$ cat src/rtl/gs_pkg.sv
// Shared GS core definitions: reset PC, NOP encoding, fetch buffer entry and fetch FSM states.
package gs_pkg;

    localparam logic [31:0] GS_RESET_PC  = 32'h0000_0000;
    localparam logic [31:0] GS_INSTR_NOP = 32'h0000_0013;

    typedef struct packed {
        logic [31:0] instr;
    } fetch_entry_t;

    localparam logic [1:0] FETCH_IDLE  = 2'd0;
    localparam logic [1:0] FETCH_RUN   = 2'd1;
    localparam logic [1:0] FETCH_DRAIN = 2'd2;

    function automatic logic [31:0] word_align(input logic [31:0] pc);
        return {pc[31:2], 2'b00};
    endfunction

endpackage

$ cat src/rtl/gs_fetch_fifo.sv
// Synchronous instruction buffer for gs_fetch; DEPTH must be a power of two so pointers wrap naturally.
module gs_fetch_fifo
    import gs_pkg::*;
#(
    parameter int DEPTH = 2
) (
    input  logic                     clk,
    input  logic                     rst,
    input  logic                     push,
    input  fetch_entry_t             push_data,
    input  logic                     pop,
    input  logic                     flush,
    output fetch_entry_t             head,
    output logic                     full,
    output logic                     empty,
    output logic [$clog2(DEPTH):0]   count
);

    localparam int AW = $clog2(DEPTH);

    fetch_entry_t    mem [DEPTH];
    logic [AW-1:0]   wr_ptr;
    logic [AW-1:0]   rd_ptr;
    logic            do_push;
    logic            do_pop;

    assign full    = (count == (AW+1)'(DEPTH));
    assign empty   = (count == '0);
    assign do_pop  = pop && !empty && !flush;
    // A push into a full FIFO is only legal when the head leaves in the same cycle.
    assign do_push = push && !flush && (!full || do_pop);
    assign head    = mem[rd_ptr];

    always_ff @(posedge clk) begin
        if (!rst) begin
            wr_ptr <= '0;
            rd_ptr <= '0;
            count  <= '0;
        end else if (flush) begin
            wr_ptr <= '0;
            rd_ptr <= '0;
            count  <= '0;
        end else begin
            if (do_push) wr_ptr <= wr_ptr + 1'b1;
            if (do_pop)  rd_ptr <= rd_ptr + 1'b1;
            count <= count + (AW+1)'(do_push) - (AW+1)'(do_pop);
        end
    end

    always_ff @(posedge clk) begin
        if (do_push) mem[wr_ptr] <= push_data;
    end

    push_into_full: assert property (@(posedge clk) disable iff (!rst)
        !(push && !flush && full && !do_pop));

endmodule

$ cat src/rtl/gs_fetch.sv
// Instruction fetch stage feeding GS_Decoder: PC/credit/drop tracking around a small FIFO.
// Optional same-cycle response bypass when built with GS_FETCH_BYPASS_EN.
module gs_fetch
    import gs_pkg::*;
#(
    parameter logic [31:0] RESET_PC   = GS_RESET_PC,
    parameter int          FIFO_DEPTH = 2
) (
    input  logic        clk,
    input  logic        rst,
    output logic        imem_req_valid,
    input  logic        imem_req_ready,
    output logic [31:0] imem_req_addr,
    input  logic        imem_rsp_valid,
    input  logic [31:0] imem_rsp_data,
    input  logic        redirect_valid,
    input  logic [31:0] redirect_pc,
    output logic        instr_valid,
    input  logic        instr_ready,
    output logic [31:0] instr_o,
    output logic [31:0] pc_o
);

    localparam int CW = $clog2(FIFO_DEPTH) + 1;

    logic [1:0]    state;
    logic [1:0]    state_next;
    logic [31:0]   fetch_pc;
    logic [31:0]   out_pc;
    logic [CW-1:0] outstanding;
    logic [CW-1:0] outstanding_next;
    logic [CW-1:0] drop_cnt;
    logic [CW-1:0] drop_next;
    logic [CW-1:0] count;
    logic [CW:0]   credit_used;
    logic          full;
    logic          empty;
    fetch_entry_t  head;
    fetch_entry_t  rsp_entry;
    logic          req_hs;
    logic          rsp_keep;
    logic          bypass;
    logic          out_fire;
    logic          fifo_push;
    logic          fifo_pop;

    // Buffered words plus requests in flight may never exceed the buffer size.
    assign credit_used    = {1'b0, count} + {1'b0, outstanding};
    assign imem_req_valid = !redirect_valid && (state != FETCH_IDLE)
                            && (credit_used < (CW+1)'(FIFO_DEPTH));
    assign imem_req_addr  = fetch_pc;
    assign req_hs         = imem_req_valid && imem_req_ready;

    assign rsp_keep  = imem_rsp_valid && (drop_cnt == '0) && !redirect_valid;
    assign rsp_entry = '{instr: imem_rsp_data};

`ifdef GS_FETCH_BYPASS_EN
    assign bypass = rsp_keep && empty;
`else
    assign bypass = 1'b0;
`endif

    assign instr_valid = !empty || bypass;
    assign instr_o     = !empty ? head.instr : (bypass ? imem_rsp_data : 32'h0);
    assign pc_o        = out_pc;

    assign out_fire  = instr_valid && instr_ready && !redirect_valid;
    assign fifo_pop  = out_fire && !empty;
    assign fifo_push = rsp_keep && !(bypass && instr_ready);

    gs_fetch_fifo #(
        .DEPTH (FIFO_DEPTH)
    ) u_fifo (
        .clk       (clk),
        .rst       (rst),
        .push      (fifo_push),
        .push_data (rsp_entry),
        .pop       (fifo_pop),
        .flush     (redirect_valid),
        .head      (head),
        .full      (full),
        .empty     (empty),
        .count     (count)
    );

    // On redirect every request still in flight is stale, so they all become drops.
    always_comb begin
        outstanding_next = outstanding + CW'(req_hs) - CW'(imem_rsp_valid);
        drop_next        = drop_cnt;
        if (redirect_valid)
            drop_next = outstanding_next;
        else if (imem_rsp_valid && (drop_cnt != '0))
            drop_next = drop_cnt - 1'b1;
        state_next = (drop_next != '0) ? FETCH_DRAIN : FETCH_RUN;
    end

    always_ff @(posedge clk) begin
        if (!rst) begin
            state       <= FETCH_IDLE;
            fetch_pc    <= RESET_PC;
            out_pc      <= RESET_PC;
            outstanding <= '0;
            drop_cnt    <= '0;
        end else begin
            state       <= state_next;
            outstanding <= outstanding_next;
            drop_cnt    <= drop_next;
            if (redirect_valid) begin
                fetch_pc <= word_align(redirect_pc);
                out_pc   <= word_align(redirect_pc);
            end else begin
                if (req_hs)   fetch_pc <= fetch_pc + 32'd4;
                if (out_fire) out_pc   <= out_pc + 32'd4;
            end
        end
    end

    logic unused_full;
    assign unused_full = full;

endmodule
$ cat config.mk
export PLATFORM = sky130hd
export DESIGN_NAME = gs_fetch
export DESIGN_NICKNAME = d
export VERILOG_FILES = /design/src/rtl/gs_pkg.sv /design/src/rtl/gs_fetch_fifo.sv /design/src/rtl/gs_fetch.sv
export SDC_FILE = /design/constraint.sdc
export NUM_CORES = 1
export LEC_CHECK = 0
export ABC_AREA = 1
export BUFFER_PORTS_ARGS = -buffer_cell sky130_fd_sc_hd__clkbuf_2
export CAP_MARGIN = 20
export CORE_ASPECT_RATIO = 2
export CORE_MARGIN = 4
export CORE_UTILIZATION = 30
export CTS_BUF_LIST = sky130_fd_sc_hd__clkbuf_2
export DETAILED_ROUTE_END_ITERATION = 8
export SYNTH_ARGS = -nofsm -noshare
export SYNTH_HDL_FRONTEND = slang
export SYNTH_HIERARCHICAL = 1
export SYNTH_SLANG_ARGS = --single-unit
$ cat constraint.sdc
create_clock -name clk -period 7.9 [get_ports clk]
set_input_delay 1.185 -clock clk [delete_from_list [all_inputs] [get_ports clk]]
set_output_delay 1.185 -clock clk [all_outputs]
set_load 0.1 [all_outputs]
After elaboration in Yosys (flattened, before gate mapping)

Memories as Yosys holds them, arrays and structs flattened. A register that Yosys moved wholly into a read port is not among the register bits.
Cells that the tools add are included.

Register bits: 74
Latch bits: 0
RAM bits: 64
Bits in read-only memories: 0
Output and inout bits: 98
Memories kept: 1

Memory list:

| name       | words | width | read ports | clocked after memory_dff | wr ports | RTL line            | text |
|---|---|---|---|---|---|---|---|
| u_fifo.mem | 2     | 32    | 1          | 1                        | 1        | gs_fetch_fifo.sv:21 | `fetch_entry_t mem [DEPTH];` |

$add $sub $neg: 10
Multipliers: 0
Div/mod/pow operators: 0
Magnitude comparators: 1
Equality and inequality tests: 1
Shifts and indexed selects: 0
Muxes and demuxes: 12
Bitwise logic cells: 1
Reduce and logical (&&, ||, !) cells: 25

Operators with widths:

| cell                                                       | number |
|---|---|
| two-way mux 32 bit                                         | 5 |
| adder 32 x 3 -> 32 bit, second input constant              | 2 |
| logical AND 1 bit                                          | 13 |
| nonzero test 2 bit                                         | 5 |
| two-way mux 2 bit                                          | 3 |
| adder 2 x 1 -> 2 bit                                       | 2 |
| zero test 2 bit                                            | 2 |
| two-way mux 1 bit                                          | 4 |
| subtractor 2 x 1 -> 2 bit                                  | 2 |
| adder 2 x 2 -> 3 bit                                       | 1 |
| zero test 1 bit                                            | 3 |
| less-than comparator 3 x 2 -> 1 bit, second input constant | 1 |
| adder 1 bit, second input constant                         | 2 |
| equality test 2 bit, second input constant                 | 1 |
| OR reduction 2 bit                                         | 1 |
| subtractor 2 x 1 -> 2 bit, second input constant           | 1 |
| logical OR 1 bit                                           | 1 |
| inverter 1 bit                                             | 1 |

Longest topological paths before layout

Gate-level depths: netlist of run 1.

Word-level depth: 11
Gate-level depth with buffers: 16
Depth with buffers taken out: 16

Cells and area by module

The synthesis of run 1 kept the hierarchy.

By module, submodules not included:

| module        | instances | cells an instance | area an instance (µm²) |
|---|---|---|---|
| gs_fetch      | 1         | 810               | 4760.8 |
| gs_fetch_fifo | 1         | 147               | 2743.9 |

Worst setup path before layout of run 1

Ideal clock, no wire load.

Path kind: input -> output
Start: input port redirect_valid
End: output port imem_req_valid
Arrival: 4.347 ns
Path slack: 2.368 ns
Stages on the path: 3
Cell sequence: buf_4 > buf_4 > nor4_1

Cells in the longest elaborated chain, start to end: 3

Ends and longest elaborated chain:

| what              | RTL line       | text |
|---|---|---|
| from (decl)       | gs_fetch.sv:16 | `input logic redirect_valid,` |
| zero test 1 bit   | gs_fetch.sv:49 | `assign imem_req_valid = !redirect_valid && (state != FETCH_IDLE)` |
| logical AND 1 bit | gs_fetch.sv:49 |  |
| logical AND 1 bit | gs_fetch.sv:50 | `&& (credit_used < (CW+1)'(FIFO_DEPTH));` |
| to (decl)         | gs_fetch.sv:11 | `output logic imem_req_valid,` |

Every way passes these cells.

Worst setup path after layout of run 1

Start: register u_fifo.count[0]
End: output port imem_req_valid

Cells in the longest elaborated chain, start to end: 3

Ends and longest elaborated chain:

| what                                | RTL line            | text |
|---|---|---|
| from (decl)                         | gs_fetch_fifo.sv:16 | `output logic [$clog2(DEPTH):0] count` |
| from (signal assigned)              | gs_fetch_fifo.sv:46 | `count <= count + (AW+1)'(do_push) - (AW+1)'(do_pop);` |
| adder 2 x 2 -> 3 bit                | gs_fetch.sv:48      | `assign credit_used = {1'b0, count} + {1'b0, outstanding};` |
| less-than comparator 3 x 2 -> 1 bit | gs_fetch.sv:50      |  |
| logical AND 1 bit                   | gs_fetch.sv:50      |  |

Every way passes these cells.

==> flow_metrics.tcl, run 1 <==
set metrics [dict create \
    setup_ws_ns 4.14 \
    clock-skew-final_ns 0.0440 \
    dpl.hpwl_mm 17.6 \
    critPathArrivalTime_ns 2.58 \
    hold_path_class "reg -> reg" \
    wl_per_cell_um 15.6 \
    fin_setup_tns_ns 0 \
    grt_pass1_wl_mm 34.5 \
    place.gp.congestion 0.953 \
    path_class "reg -> out" \
    critPathTopFamily "buffers and inverters" \
    routed_wl_mm 22.6 \
    hold_viol_final 0 \
    drive_above_1_share 0.234 \
    area_growth_pct 16.8 \
    grt_max_degree 54 \
    dpl_worst_slack_ns 3.94 \
    pwr-share-clk 0.248 \
    dieHeight_um 232 \
    rr_worst_depth 7 \
    critPathLaunchType "flop" \
    vias_per_cell 4.64 \
    cts_setup_buffers 0 \
    endpoint_kind "output pin" \
    die_w_um 120 \
    cp.depth 5 \
    critPathBufInv 2 \
    combPwrFrac 0.231 \
    worstPathCellList "nand2_1, inv_1, fa_1, nor4_1, clkbuf_2" \
    antenna_left 0 \
    slowest_delay_ns 0.50 \
    cts_buffers 17 \
    sw_frac_of_total 0.380 \
    drv_cap 0 \
    rsz0062_at_grt "no" \
    period_share 0.476 \
    power.switching_uw 584 \
    setup_viol 0 \
    clk_pin_slew_ns 0.20 \
    report.power.total_mw 1.54 \
    timing.rr.start "u_fifo/count[1]" \
    critPathMaxFanout 4 \
    cts_tree "done" \
    leakage_nw 3.84 \
    dp.cells 1419 \
    portBuffers 161 \
    cts.htree.levels 4 \
    ctsResizeCount 0 \
    p_int_uw 951 \
    ios 168 \
    holdPathStages 2 \
    seq_power_share 0.521 \
    core_area_um2 24500 \
    p_per_area_nw_per_um2 175 \
    ys_warn_count 6 \
    postSynthAreaPerCell_um2 7.85 \
    worst_slew_pin_slew_ns 1.08 \
    cts_sinks 135 \
    drc_errors 0 \
    track_usage 0.163 \
    worst-endpoint-required_ns 6.71 \
    final_cells 1453 \
    max-slew-margin-rel 0.280 \
    ctsRootBufferMaster "clkbuf_2" \
    cpMaxStageDelayCell "clkbuf_2" \
    nNetsFinal 1184 \
    slew_viol_final 0 \
    syn_inst 956 \
    r2r_end "u_fifo/mem[1][7]" \
    min_from "u_fifo/rd_ptr" \
    status "finished, final reports clean" \
    clk_latency_ns 0.75 \
    grt.overflow.total 0 \
    initial_core_util 0.306 \
    antenna_found_initial 1 \
    period_needed_ns 3.76 \
    cts.path.max_buffers 2 \
    fp-row-count 81 \
    grt_pass1_vias 6576 \
    die_area_um2 27800 \
    first_pass_iters 5 \
    drtIter0Drc 313 \
    cts_hold_buf 0 \
    reg2reg_slack_ns 5.09 \
    syn_area_um2 7500 \
    vias 6744 \
    ir_worst_vdd_mv 0.0939 \
    fmax_mhz 266 \
]
[power by group through the flow]
stage / sequential (mW) / combinational [mW] / clock (mW)
3_3_place_gp: 0.814 / 0.354 / 0
6_report: 0.800 / 0.354 / 0.381
3_5_place_dp: 0.815 / 0.357 / 0
2_1_floorplan: 0.946 / 0.146 / 0
5_1_grt: 0.806 / 0.379 / 0.428
4_1_cts: 0.800 / 0.357 / 0.403
[stage by stage]
| step | util | hold slack, ns | area (um^2) |
|---|---|---|---|
| after CTS | 0.356 | 0.493 | 8740 |
| after detailed placement | 0.348 | 0.494 | 8540 |
| final | 0.357 | 0.509 | 8760 |
| after global routing | 0.357 | 0.491 | 8760 |
| after global placement | 0.348 | 0.484 | 8540 |
| after floorplan | - | 0.467 | 7510 |
[metal layers]
layer	wire (um)	global-route usage
met3	915	0.0283
met4	1330	0.109
met2	12700	0.323
met1	7700	0.147
met5	0	0
[flip-flops by register name, indices dropped and copies added, names as in the netlist, named ones only]
signal and cells:
pc_o 30, u_fifo/wr_ptr 1, outstanding 2, u_fifo/mem 64, u_fifo/count 2, state 2, imem_req_addr 30, drop_cnt 2
u_fifo/rd_ptr 1
[worst min-delay path, delay by kind of cell (launching register included)]
family        cells  cell delay, ns
flops             1            0.37
simple gates      2            0.15
[placed cells by master (no fill, tap or decap), types with 16 or more instances in the layout]
master    count
nand2_1     246
clkbuf_2    179
inv_1       131
nor2_1      131
dfxtp_1      70
edfxtp_1     64
a21oi_1      53
nand3_1      48
o21ai_0      40
mux2_4       30
xor2_1       17
a31oi_1      16
[worst max-delay path by stage]
| stage | from | end | slack [ns] |
|---|---|---|---|
| global placement | redirect_valid | imem_req_addr[15] | 3.90 |
| CTS | flop | instr_o[24] | 3.72 |
| finish | u_fifo/count[0] | imem_req_valid | 4.14 |
| detailed placement | redirect_valid | imem_req_addr[18] | 3.94 |
| floorplan | redirect_valid | imem_req_valid | 2.37 |
| global route | u_fifo/count[1] | instr_o[24] | 3.87 |
[final cells by class]
cell class / count / area (um^2)
Antenna cell: 1 / 2.50
Clock buffer: 18 / 90.1
Clock inverter: 14 / 110
Fill cell: 2707 / 15800
Inverter: 134 / 505
Multi-Input combinational cell: 654 / 3440
Sequential cell: 135 / 3340
Tap cell: 332 / 415
Timing Repair Buffer: 165 / 848
(Power assumes the default switching activity.)
==> inputs of run 2 (changes only) <==
ABC_AREA = 0   (was 1)
clock period = 3.4 ns   (was 7.9 ns; I/O delays follow)
==> flow_metrics.tcl, run 2 <==
set metrics [dict create \
    grt_pass1_vias 5267 \
    cts_sinks 135 \
    setup_viol 0 \
    ir_worst_vdd_mv 0.238 \
    pwr-share-clk 0.276 \
    largest_register_ff_count 64 \
    dpl_worst_slack_ns 0.444 \
    leakage_nw 3.00 \
    drtIter0Drc 170 \
    drc_errors 0 \
    rsz0062_at_grt "no" \
    hold_path_class "in -> reg" \
    first_pass_iters 4 \
    dieHeight_um 212 \
    cts_buffers 17 \
    timing.rr.start "u_fifo/count[0]" \
    holdPathStages 3 \
    reg2reg_slack_ns 0.42 \
    sw_frac_of_total 0.350 \
    grt.overflow.total 0 \
    cp-startpoint "u_fifo/count[0]" \
    grt_pass1_wl_mm 27.3 \
    clock-skew-final_ns 0.0385 \
    path_class "reg -> out" \
    endpoint_kind "output pin" \
    status "finished, final reports clean" \
    place.gp.congestion 0.810 \
    critPathArrivalTime_ns 2.56 \
    critPathLaunchType "flop" \
    p_per_area_nw_per_um2 466 \
    final_core_util 0.388 \
    hold_viol_final 0 \
    drive_above_1_share 0.305 \
    fin_setup_tns_ns 0 \
    core_area_um2 20500 \
    report.power.total_mw 3.70 \
    postSynthAreaPerCell_um2 10.6 \
    dpl.hpwl_mm 13.2 \
    die_area_um2 23400 \
    routed_wl_mm 17.7 \
    antenna_found_initial 1 \
    clk_latency_ns 0.66 \
    setup_ws_ns 0.327 \
    clk_pin_slew_ns 0.22 \
    ios 168 \
    vias 5114 \
    worst-endpoint-required_ns 2.89 \
    fmax_mhz 325 \
    combPwrFrac 0.220 \
    power.switching_mw 1.29 \
    cts.path.max_buffers 2 \
    fill_cells 2119 \
    regMostFlops "u_fifo/mem" \
    seq_power_share 0.504 \
    drv_cap 0 \
    ys_warn_count 6 \
    final_common_cell "clkbuf_2" \
    cts_setup_buffers 0 \
    syn_area_um2 6260 \
    slew_viol_final 0 \
    portBuffers 161 \
    grt_max_degree 86 \
    r2r_end "state[0]" \
    period_needed_ns 3.07 \
    cts_hold_buf 32 \
    rr_worst_depth 13 \
    vias_per_cell 4.82 \
    max-slew-margin-rel 0.459 \
    initial_core_util 0.306 \
    worst_slew_pin_slew_ns 0.812 \
    area_growth_pct 26.8 \
    ctsResizeCount 0 \
    die_w_um 110 \
    cts_tree "done" \
    p_int_mw 2.41 \
    crit_path_end "imem_req_valid" \
    nNetsFinal 858 \
    track_usage 0.153 \
    critPathMaxFanout 8 \
    cts.htree.levels 4 \
    syn_inst 591 \
    fp-row-count 74 \
    period_share 0.904 \
    wl_per_cell_um 16.7 \
    layout_common_cells "181 x clkbuf_2, 71 x dfxtp_1, 64 x edfxtp_1" \
    antenna_left 0 \
    ctsRootBufferMaster "clkbuf_2" \
]
[run 2: final cells by class]
class	count	area, um^2	area share
Clock buffer	20	100	0.0126
Clock inverter	12	154	0.0194
Antenna cell	1	2.50	0.000315
Sequential cell	135	3340	0.421
Multi-Input combinational cell	413	2750	0.346
Inverter	10	37.5	0.00473
Tap cell	266	333	0.0419
Timing Repair Buffer	204	1220	0.154
[run 2: critical path, stage by stage, from the launching register on]
cell and delay (ns):
dfxtp_1 0.50, and2_1 0.18, fa_1 0.44, nor4_2 0.27, clkbuf_2 0.51
[run 2: how the worst min path moves through the flow]
stage,from,to
floorplan,u_fifo/wr_ptr,u_fifo/wr_ptr
CTS,redirect_pc[13],imem_req_addr[13]
finish,redirect_pc[2],pc_o[2]
detailed placement,u_fifo/wr_ptr,u_fifo/wr_ptr
global placement,u_fifo/wr_ptr,u_fifo/wr_ptr
global route,redirect_pc[13],imem_req_addr[13]
[run 2: per-layer routing]
metal | part of all wire | vias up | GRT usage | wire, um
met3 | 0.051 | 25 | 0.0340 | 911
met4 | 0.041 | 0 | 0.0782 | 726
met5 | 0 | - | 0 | 0
li1 | - | 2516 | - | -
met1 | 0.36 | 2421 | 0.150 | 6320
met2 | 0.55 | 152 | 0.289 | 9760
[run 2: per-stage QoR]
stage	cells	hold WS (ns)	instance area, um^2
after floorplan	594	0.456	6280
after global placement	996	0.475	7360
after detailed placement	996	0.487	7360
after CTS	1060	0.0225	7940
after global routing	1061	0.0499	7940
final	1061	0.139	7940
[run 2: power groups by stage]
| stage | clock [mW] | combinational, mW | sequential, mW |
|---|---|---|---|
| floorplan | 0 | 0.263 | 2.24 |
| global placement | 0 | 0.784 | 1.90 |
| detailed placement | 0 | 0.791 | 1.90 |
| CTS | 1.09 | 0.824 | 1.86 |
| global route | 1.14 | 0.866 | 1.88 |
| finish | 1.02 | 0.814 | 1.86 |
